**config.mk**
```make
export PLATFORM = sky130hd
export DESIGN_NAME = p1_cmd_decoder
export DESIGN_NICKNAME = d
export VERILOG_FILES = /design/src/rtl/p1_cmd_decoder.sv
export SDC_FILE = /design/constraint.sdc
export NUM_CORES = 1
export LEC_CHECK = 0
export BUFFER_PORTS_ARGS = -buffer_cell sky130_fd_sc_hd__buf_2
export CAP_MARGIN = 20
export CORE_UTILIZATION = 50
export CTS_CLUSTER_SIZE = 12
export DETAILED_ROUTE_END_ITERATION = 7
export PLACE_DENSITY = 0.81
export SLEW_MARGIN = 25
export SYNTH_ARGS = -nofsm -noshare
export SYNTH_HDL_FRONTEND = slang
export SYNTH_SLANG_ARGS = --single-unit
```
**constraint.sdc**
```tcl
create_clock -name clk -period 1.7 [get_ports clk]
set_clock_uncertainty 0.05 [all_clocks]
set_input_delay 0.255 -clock clk [delete_from_list [all_inputs] [get_ports clk]]
set_output_delay 0.255 -clock clk [all_outputs]
set_load 0.02 [all_outputs]
```
**src/rtl/p1_cmd_decoder.sv**
```systemverilog
// Protocol-1 downstream frame parser: splits each 512-byte frame into its C0..C4
// command word (presented on the cmd_* bus) and its payload byte stream.
module p1_cmd_decoder #(
   parameter logic [7:0] SYNC_BYTE     = 8'h7F,
   parameter int          PAYLOAD_BYTES = 504
) (
   input  logic        clk,
   input  logic        rst,
   input  logic [7:0]  rx_data,
   input  logic        rx_valid,
   input  logic        rx_sop,
   output logic [5:0]  cmd_addr,
   output logic [31:0] cmd_data,
   output logic        cmd_ptt,
   output logic        cmd_requires_resp,
   output logic        cmd_rqst,
   output logic [7:0]  pl_data,
   output logic        pl_valid,
   output logic        pl_last,
   output logic [7:0]  sync_err_cnt
);

   localparam int CNT_W = $clog2(PAYLOAD_BYTES);
   localparam logic [CNT_W-1:0] LAST_IDX = CNT_W'(PAYLOAD_BYTES - 1);

   typedef enum logic [3:0] {
      ST_HUNT, ST_S1, ST_S2, ST_C0, ST_C1, ST_C2, ST_C3, ST_C4, ST_PAYLOAD
   } state_t;

   state_t           state;
   logic [7:0]       c0_q, c1_q, c2_q, c3_q;
   logic [CNT_W-1:0] pl_cnt;
   logic             err_event;

   // A sop byte outside HUNT (truncation) and a bad sync0 on that same byte is one event.
   always_comb begin
      err_event = 1'b0;
      if (rx_valid) begin
         if (rx_sop)
            err_event = (state != ST_HUNT) || (rx_data != SYNC_BYTE);
         else if (state == ST_S1 || state == ST_S2)
            err_event = (rx_data != SYNC_BYTE);
      end
   end

   // NOTE: every register here, shadows included, is cleared by the synchronous reset.
   always_ff @(posedge clk) begin
      if (rst) begin
         state             <= ST_HUNT;
         c0_q              <= '0;
         c1_q              <= '0;
         c2_q              <= '0;
         c3_q              <= '0;
         pl_cnt            <= '0;
         cmd_addr          <= '0;
         cmd_data          <= '0;
         cmd_ptt           <= 1'b0;
         cmd_requires_resp <= 1'b0;
         cmd_rqst          <= 1'b0;
         pl_data           <= '0;
         pl_valid          <= 1'b0;
         pl_last           <= 1'b0;
         sync_err_cnt      <= '0;
      end else begin
         cmd_rqst <= 1'b0;
         pl_valid <= 1'b0;
         pl_last  <= 1'b0;

         if (err_event && sync_err_cnt != 8'hFF)
            sync_err_cnt <= sync_err_cnt + 8'd1;

         if (rx_valid) begin
            if (rx_sop) begin
               state <= (rx_data == SYNC_BYTE) ? ST_S1 : ST_HUNT;
            end else begin
               unique case (state)
                  ST_HUNT: state <= ST_HUNT;
                  ST_S1:   state <= (rx_data == SYNC_BYTE) ? ST_S2 : ST_HUNT;
                  ST_S2:   state <= (rx_data == SYNC_BYTE) ? ST_C0 : ST_HUNT;
                  ST_C0: begin
                     c0_q  <= rx_data;
                     state <= ST_C1;
                  end
                  ST_C1: begin
                     c1_q  <= rx_data;
                     state <= ST_C2;
                  end
                  ST_C2: begin
                     c2_q  <= rx_data;
                     state <= ST_C3;
                  end
                  ST_C3: begin
                     c3_q  <= rx_data;
                     state <= ST_C4;
                  end
                  ST_C4: begin
                     // C4 goes straight onto the bus; cmd_* only ever change here.
                     cmd_addr          <= c0_q[6:1];
                     cmd_ptt           <= c0_q[0];
                     cmd_requires_resp <= c0_q[7];
                     cmd_data          <= {c1_q, c2_q, c3_q, rx_data};
                     cmd_rqst          <= 1'b1;
                     pl_cnt            <= '0;
                     state             <= ST_PAYLOAD;
                  end
                  ST_PAYLOAD: begin
                     pl_data  <= rx_data;
                     pl_valid <= 1'b1;
                     if (pl_cnt == LAST_IDX) begin
                        pl_last <= 1'b1;
                        pl_cnt  <= '0;
                        state   <= ST_HUNT;
                     end else begin
                        pl_cnt <= pl_cnt + 1'b1;
                     end
                  end
                  default: state <= ST_HUNT;
               endcase
            end
         end
      end
   end

endmodule

```
## Word level (Yosys, flattened, before mapping)

Index checks and enable logic that the tools add are counted.
W data, S select, Z words.

| operators by class | value |
|---|---|
| divide/modulo/power cells | 0 |
| bitwise logic cells | 3 |
| magnitude comparators | 0 |
| equal/unequal tests | 13 |
| muxes and demuxes | 14 |
| add/subtract/negate cells | 2 |
| multiply operators | 0 |
| shift-type cells | 0 |
| reductions and logical operators | 15 |

Operator list:

| cell | number |
|---|---|
| $pmux W4 S8 | 1 |
| $reduce_and A3 Y1 | 7 |
| $pmux W9 S2 | 1 |
| $eq A4 B3 Y1 const B | 4 |
| $add A9 B1 Y9 const B | 1 |
| $eq A9 B9 Y1 const B | 1 |
| $mux W9 | 1 |
| $add A8 B1 Y8 const B | 1 |
| $eq A4 B2 Y1 const B | 2 |
| $eq A8 B7 Y1 const B | 1 |
| $mux W4 | 2 |
| $ne A8 B7 Y1 const B | 1 |
| $ne A8 B8 Y1 const B | 1 |
| $mux W1 | 7 |
| $eq A4 B1 Y1 const B | 1 |
| $eq A4 B4 Y1 const B | 1 |
| $mux W2 | 2 |
| $reduce_bool A4 Y1 | 1 |
| $reduce_or A4 Y1 | 1 |
| $ne A3 B3 Y1 const B | 1 |
| $not A1 Y1 | 3 |
| $reduce_or A3 Y1 | 1 |
| $logic_or A1 B1 Y1 | 2 |
| $reduce_and A2 Y1 | 1 |
| other kinds (2) | 2 |

| word-level totals | value |
|---|---|
| output and inout port bits | 59 |
| latch bits | 0 |
| logic and storage cells | 62 |
| input port bits | 12 |
| memories kept | 0 |
| memory bits (read-only) | 0 |
| RAM bits | 0 |
| register bits | 104 |

## Depth between registers and ports, before layout

| logic depth | value |
|---|---|
| depth after elaboration | 6 |
| depth in mapped cells | 8 |
| gate-level depth less buffers | 6 |

## Worst setup path after synthesis

Ideal clock, no wire load.

| timing path | value |
|---|---|
| path kind | reg2reg |
| start point | reg sync_err_cnt[0] |
| end point | reg sync_err_cnt[1] |
| path slack | -0.145 ns |
| path buffers | 0 |
| required time | 1.522 ns |
| arrival | 1.668 ns |
| clock period less this slack | 1.845 ns |
| library setup time | 0.128 ns |
| stages on the path, launching flop included | 6 |
| path through | dfxtp_1 -> ha_1 -> and4_2 -> a211oi_2 -> mux2i_1 -> nor2_1 |

| between the ends | value |
|---|---|
| word-level cells in the longest chain between the ends | 2 |
| elaborated cells on any way between the ends | 3 |
| those cells by class | add/sub (1); eq/ne (1); reduce/logical (1) |

Ends and longest elaborated chain:

| what | RTL line | source |
|---|---|---|
| start: declaration | 20 | `output logic [7:0] sync_err_cnt` |
| start signal: assignment | 70 | `sync_err_cnt <= sync_err_cnt + 8'd1;` |
| parallel branches: the longest is 2 deep, another holds $add A8 B1 Y8 | - |  |

Several ways; the timed one is not identified.
A chain may end at the register's enable or synchronous reset.

## Worst setup path after layout

| timing path | value |
|---|---|
| start point | reg state[2] |
| end point | reg pl_cnt[8] |

| between the ends | value |
|---|---|
| word-level cells in the longest chain between the ends | 3 |
| elaborated cells on any way between the ends | 5 |
| those cells by class | eq/ne (2); mux (1); reduce/logical (2) |

Ends and longest elaborated chain:

| what | RTL line | source |
|---|---|---|
| start: declaration | 30 | `state_t state;` |
| start signal: assignment | 74 | `state <= (rx_data == SYNC_BYTE) ? ST_S1 : ST_HUNT;` |
| start signal: assignment | 78 | `ST_S1: state <= (rx_data == SYNC_BYTE) ? ST_S2 : ST_HUNT;` |
| start signal: assignment | 79 | `ST_S2: state <= (rx_data == SYNC_BYTE) ? ST_C0 : ST_HUNT;` |
| $eq A4 B4 Y1 / $eq A4 B3 Y1 (equally long branches) | 76 | `unique case (state)` |
| $reduce_bool A2 Y1 (no source line) | - |  |
| $reduce_and A3 Y1 (no source line) | - |  |
| end signal: assignment | 114 | `pl_cnt <= pl_cnt + 1'b1;` |
| end: declaration | 32 | `logic [CNT_W-1:0] pl_cnt;` |

Several ways; a longest one is shown, not always the timed one.

==> impl_results.md <==
- Outcome: complete, but fails checks
- Failing checks: setup timing
- Max cap viols: 0
- Period utilization: 1.01
- Total clock sinks: 104
- Seq pwr share: 0.599
- Area Overhead vs Synth: 25.3%
- Worst slew margin: 0.684
- Post-synthesis mux area share: 0.0274
- Filler cells: 624
- Yosys top cell area share: 0.519
- Fin Hold WS: 0.241 ns
- Main combinational cell family by area after synthesis: simple AND/OR/NAND/NOR gates
- DRT Wirelength: 9760 um
- Largest net degree at the start of global routing: 42
- Synthesized-area fraction occupied by and/or/nand/nor cells: 0.246
- Total negative slack: -0.0156 ns
- Peak supply drop: 0.379 mV
- Met1 WL: 4080 um
- Pwr per Cell Area: 809 mW/mm2
- Xor-xnor portion of the synthesized cell area: 0.0175
- Clock root cell: clkbuf_8
- Adder-cell share of the synthesized area: 0.00624
- Pre-CTS setup slack: -0.165 ns
- Met3 Wirelength: 639 um
- Top cell type by total area after synthesis: dfxtp_1
- Final nets: 594
- Sequential share of the synthesized area: 0.519
- Maximum clock rate: 584 MHz
- CP arrival: 1.93 ns
- Leakage: 2.02 nW
- Clock Pin Slew Worst Setup and Hold Paths: 0.10 ns
- Synth Area in Compound Gates: 0.144
- Layout cell share with drive strength beyond 1: 0.270
- DP HPWL: 6620 um
- CTS hold repair buffers: 0
- Int Pwr: 3.08 mW
- FF+latch count, synth: 104
- Placed Cells: 666
- Input/output buffers: 70
- Via density: 5.45
- CTS Buf Count: 9
- Die area: 0.00839 mm2
- Wire length per cell: 14.2 um
- Distinct cells, synth: 43
- Via count: 3,742
- Setup ws final: -0.0114 ns
- Die height: 91.6 um
- Number of antenna violations at the first check in global routing: 0
- Critical path launch point type: flop
- H-Tree Level Count: 3
- Crit path required time: 1.92 ns
- Post-route DRC: 0
- Sw Ratio: 0.242
- Switching power: 0.986 mW
- Initial Util: 0.519
- IO Pins: 71
- Final core occ: 0.650
- Clock Path Buffers: 2
- Hold Vio Cnt, Final: 0
- Synth Instances: 486
- Met2 wire length: 4820 um
- GP Congestion: 0.878
- Final setup viols: 2
- # diodes: 0
- Post-Syn Nets: 500
- Critical path class: reg -> reg
- Clk_lat worst skew: 0.37 ns
- Syn Area/Cell: 8.25 um2
- Area of the multi-input gates: 0.00185 mm2
- Die Wd: 91.6 um
- Area contributors post-synth: dfxtp_1, nand2_1, a21oi_1
- Worst Tran Pin Value: 0.474 ns
- Critical Path Fanout Max: 5
- RSZ-0062 raised after global routing: true
- Yosys warning total: 0
- Fin cells: 687
- Register Area: 0.00209 mm2
- Row count: 32
- Comb power frac: 0.040
- First-pass GRT wire length: 16,000 um
- Setup crit end kind: flop
- Final Max Slew Viols: 0
- CTS tree: yes
- First-pass detailed-route iteration total: 5
- ANT nets after route: 0
- Top Layer Used: met4
- HP Class: in -> reg
- Tmin final: 1.71 ns
- Gr ovfl total: 0
- Total track usage: 0.239
- Post-Synthesis Cell Area: 0.00401 mm2
- Core region area: 0.00773 mm2
- Number of global-route vias before repair: 3,469
- Clock share of power: 0.362
- Initial drt markers: 264
sequential cells by signal, indices dropped and copies added, names as in the netlist:
name,flops
pl_valid,1
pl_cnt,9
cmd_data,32
c3_q,8
pl_data,8
c2_q,8
cmd_ptt,1
cmd_rqst,1
c0_q,8
pl_last,1
cmd_requires_resp,1
c1_q,8
cmd_addr,6
state,4
sync_err_cnt,8
cell type report:
cell class / instances / area share
sequential: 104 / 0.417
multi-input combinational: 346 / 0.367
timing repair buffer: 113 / 0.148
clock buffer: 10 / 0.0274
tap: 102 / 0.0254
clock inverter: 6 / 0.0107
inverter: 6 / 0.00448
Yosys cell counts (all sizes together):
cell       n
nand2    128
dfxtp    104
a21oi     84
nand3     31
nor2      30
buf       16
clkbuf    15
mux2i     11
nand4      7
inv        6
xor2       6
o21ai      5
a21o       4
and3       4
a211oi     3
and2       3
nand4b     3
and4       2
and4b      2
ha         2
nand2b     2
nand3b     2
xnor2      2
a2111oi    1
a21bo      1
a31oi      1
and2b      1
nor2b      1
nor3       1
nor4       1
nor4b      1
o21bai     1
o311ai     1
o32ai      1
o41ai      1
or2        1
or4b       1
per-layer routing:
metal  vias to the layer above  global-route usage
li1                       1836                   -
met1                      1761               0.296
met2                       120               0.398
met3                        25              0.0578
met4                         0              0.0952
met5                         -                   0
worst max-delay path, cell delays in order, from the launching register on:
cell and delay, ns:
dfxtp_4 0.38, or4b_4 0.59, a21oi_4 0.21, nand4_1 0.15, xor2_1 0.17, nor2_1 0.05
through the flow:
stage	power [mW]	cell area (um2)
after floorplan	2.56	4020
after global placement	2.64	4690
after detailed placement	2.64	4690
after CTS	4.08	4960
after global routing	4.19	5030
final	4.07	5030
cell usage in the layout (no fill, tap or decap), types with 5 or more instances in the layout:
cell type / count
a21oi_1: 79
nor2_1: 28
clkbuf_8: 10
xor2_1: 6
buf_12: 5
dfxtp_1: 100
mux2i_1: 11
buf_4: 36
inv_1: 6
nand2_1: 126
buf_2: 70
nand4_1: 7
nand3_1: 29
kinds of logic (layout without fill, tap and decap cells):
| group | count (synthesis) | after routing |
|---|---|---|
| xor+xnor | 8 | 8 |
| mux | 11 | 11 |
| buf+inv | 37 | 135 |
| fa+ha+maj | 2 | 2 |
| compound gates | 103 | 104 |
| simple gates | 221 | 221 |
| flops | 104 | 104 |
final timing paths:
check | end | from | slack (ns) | cells past startpoint
hold reg to reg | cmd_data[17]$_SDFFE_PP0P_ | cmd_data[17]$_SDFFE_PP0P_ | 0.41 | 2
setup / recovery | pl_cnt[8]$_SDFFE_PP0P_ | state[2]$_SDFFE_PP0P_ | -0.01 | 5
hold / removal | pl_data[6]$_SDFFE_PP0P_ | rx_data[6] | 0.24 | 4
setup reg to reg | pl_cnt[8]$_SDFFE_PP0P_ | state[2]$_SDFFE_PP0P_ | -0.01 | 5
power by group through the flow:
stage	combinational, mW	clock, mW	sequential (mW)
2_1_floorplan	0.0612	0	2.50
3_3_place_gp	0.146	0	2.50
3_5_place_dp	0.148	0	2.50
4_1_cts	0.156	1.49	2.44
5_1_grt	0.173	1.58	2.44
6_report	0.162	1.47	2.43
timing repair:
item                                    4_1_cts  5_1_grt
gates resized for setup                       9       15
endpoints found under the setup margin       51       89
buffers inserted                              3        1
pin swaps                                     6        7
cloned                                        1        0
Note: power is estimated with default switching activity, not from simulation.
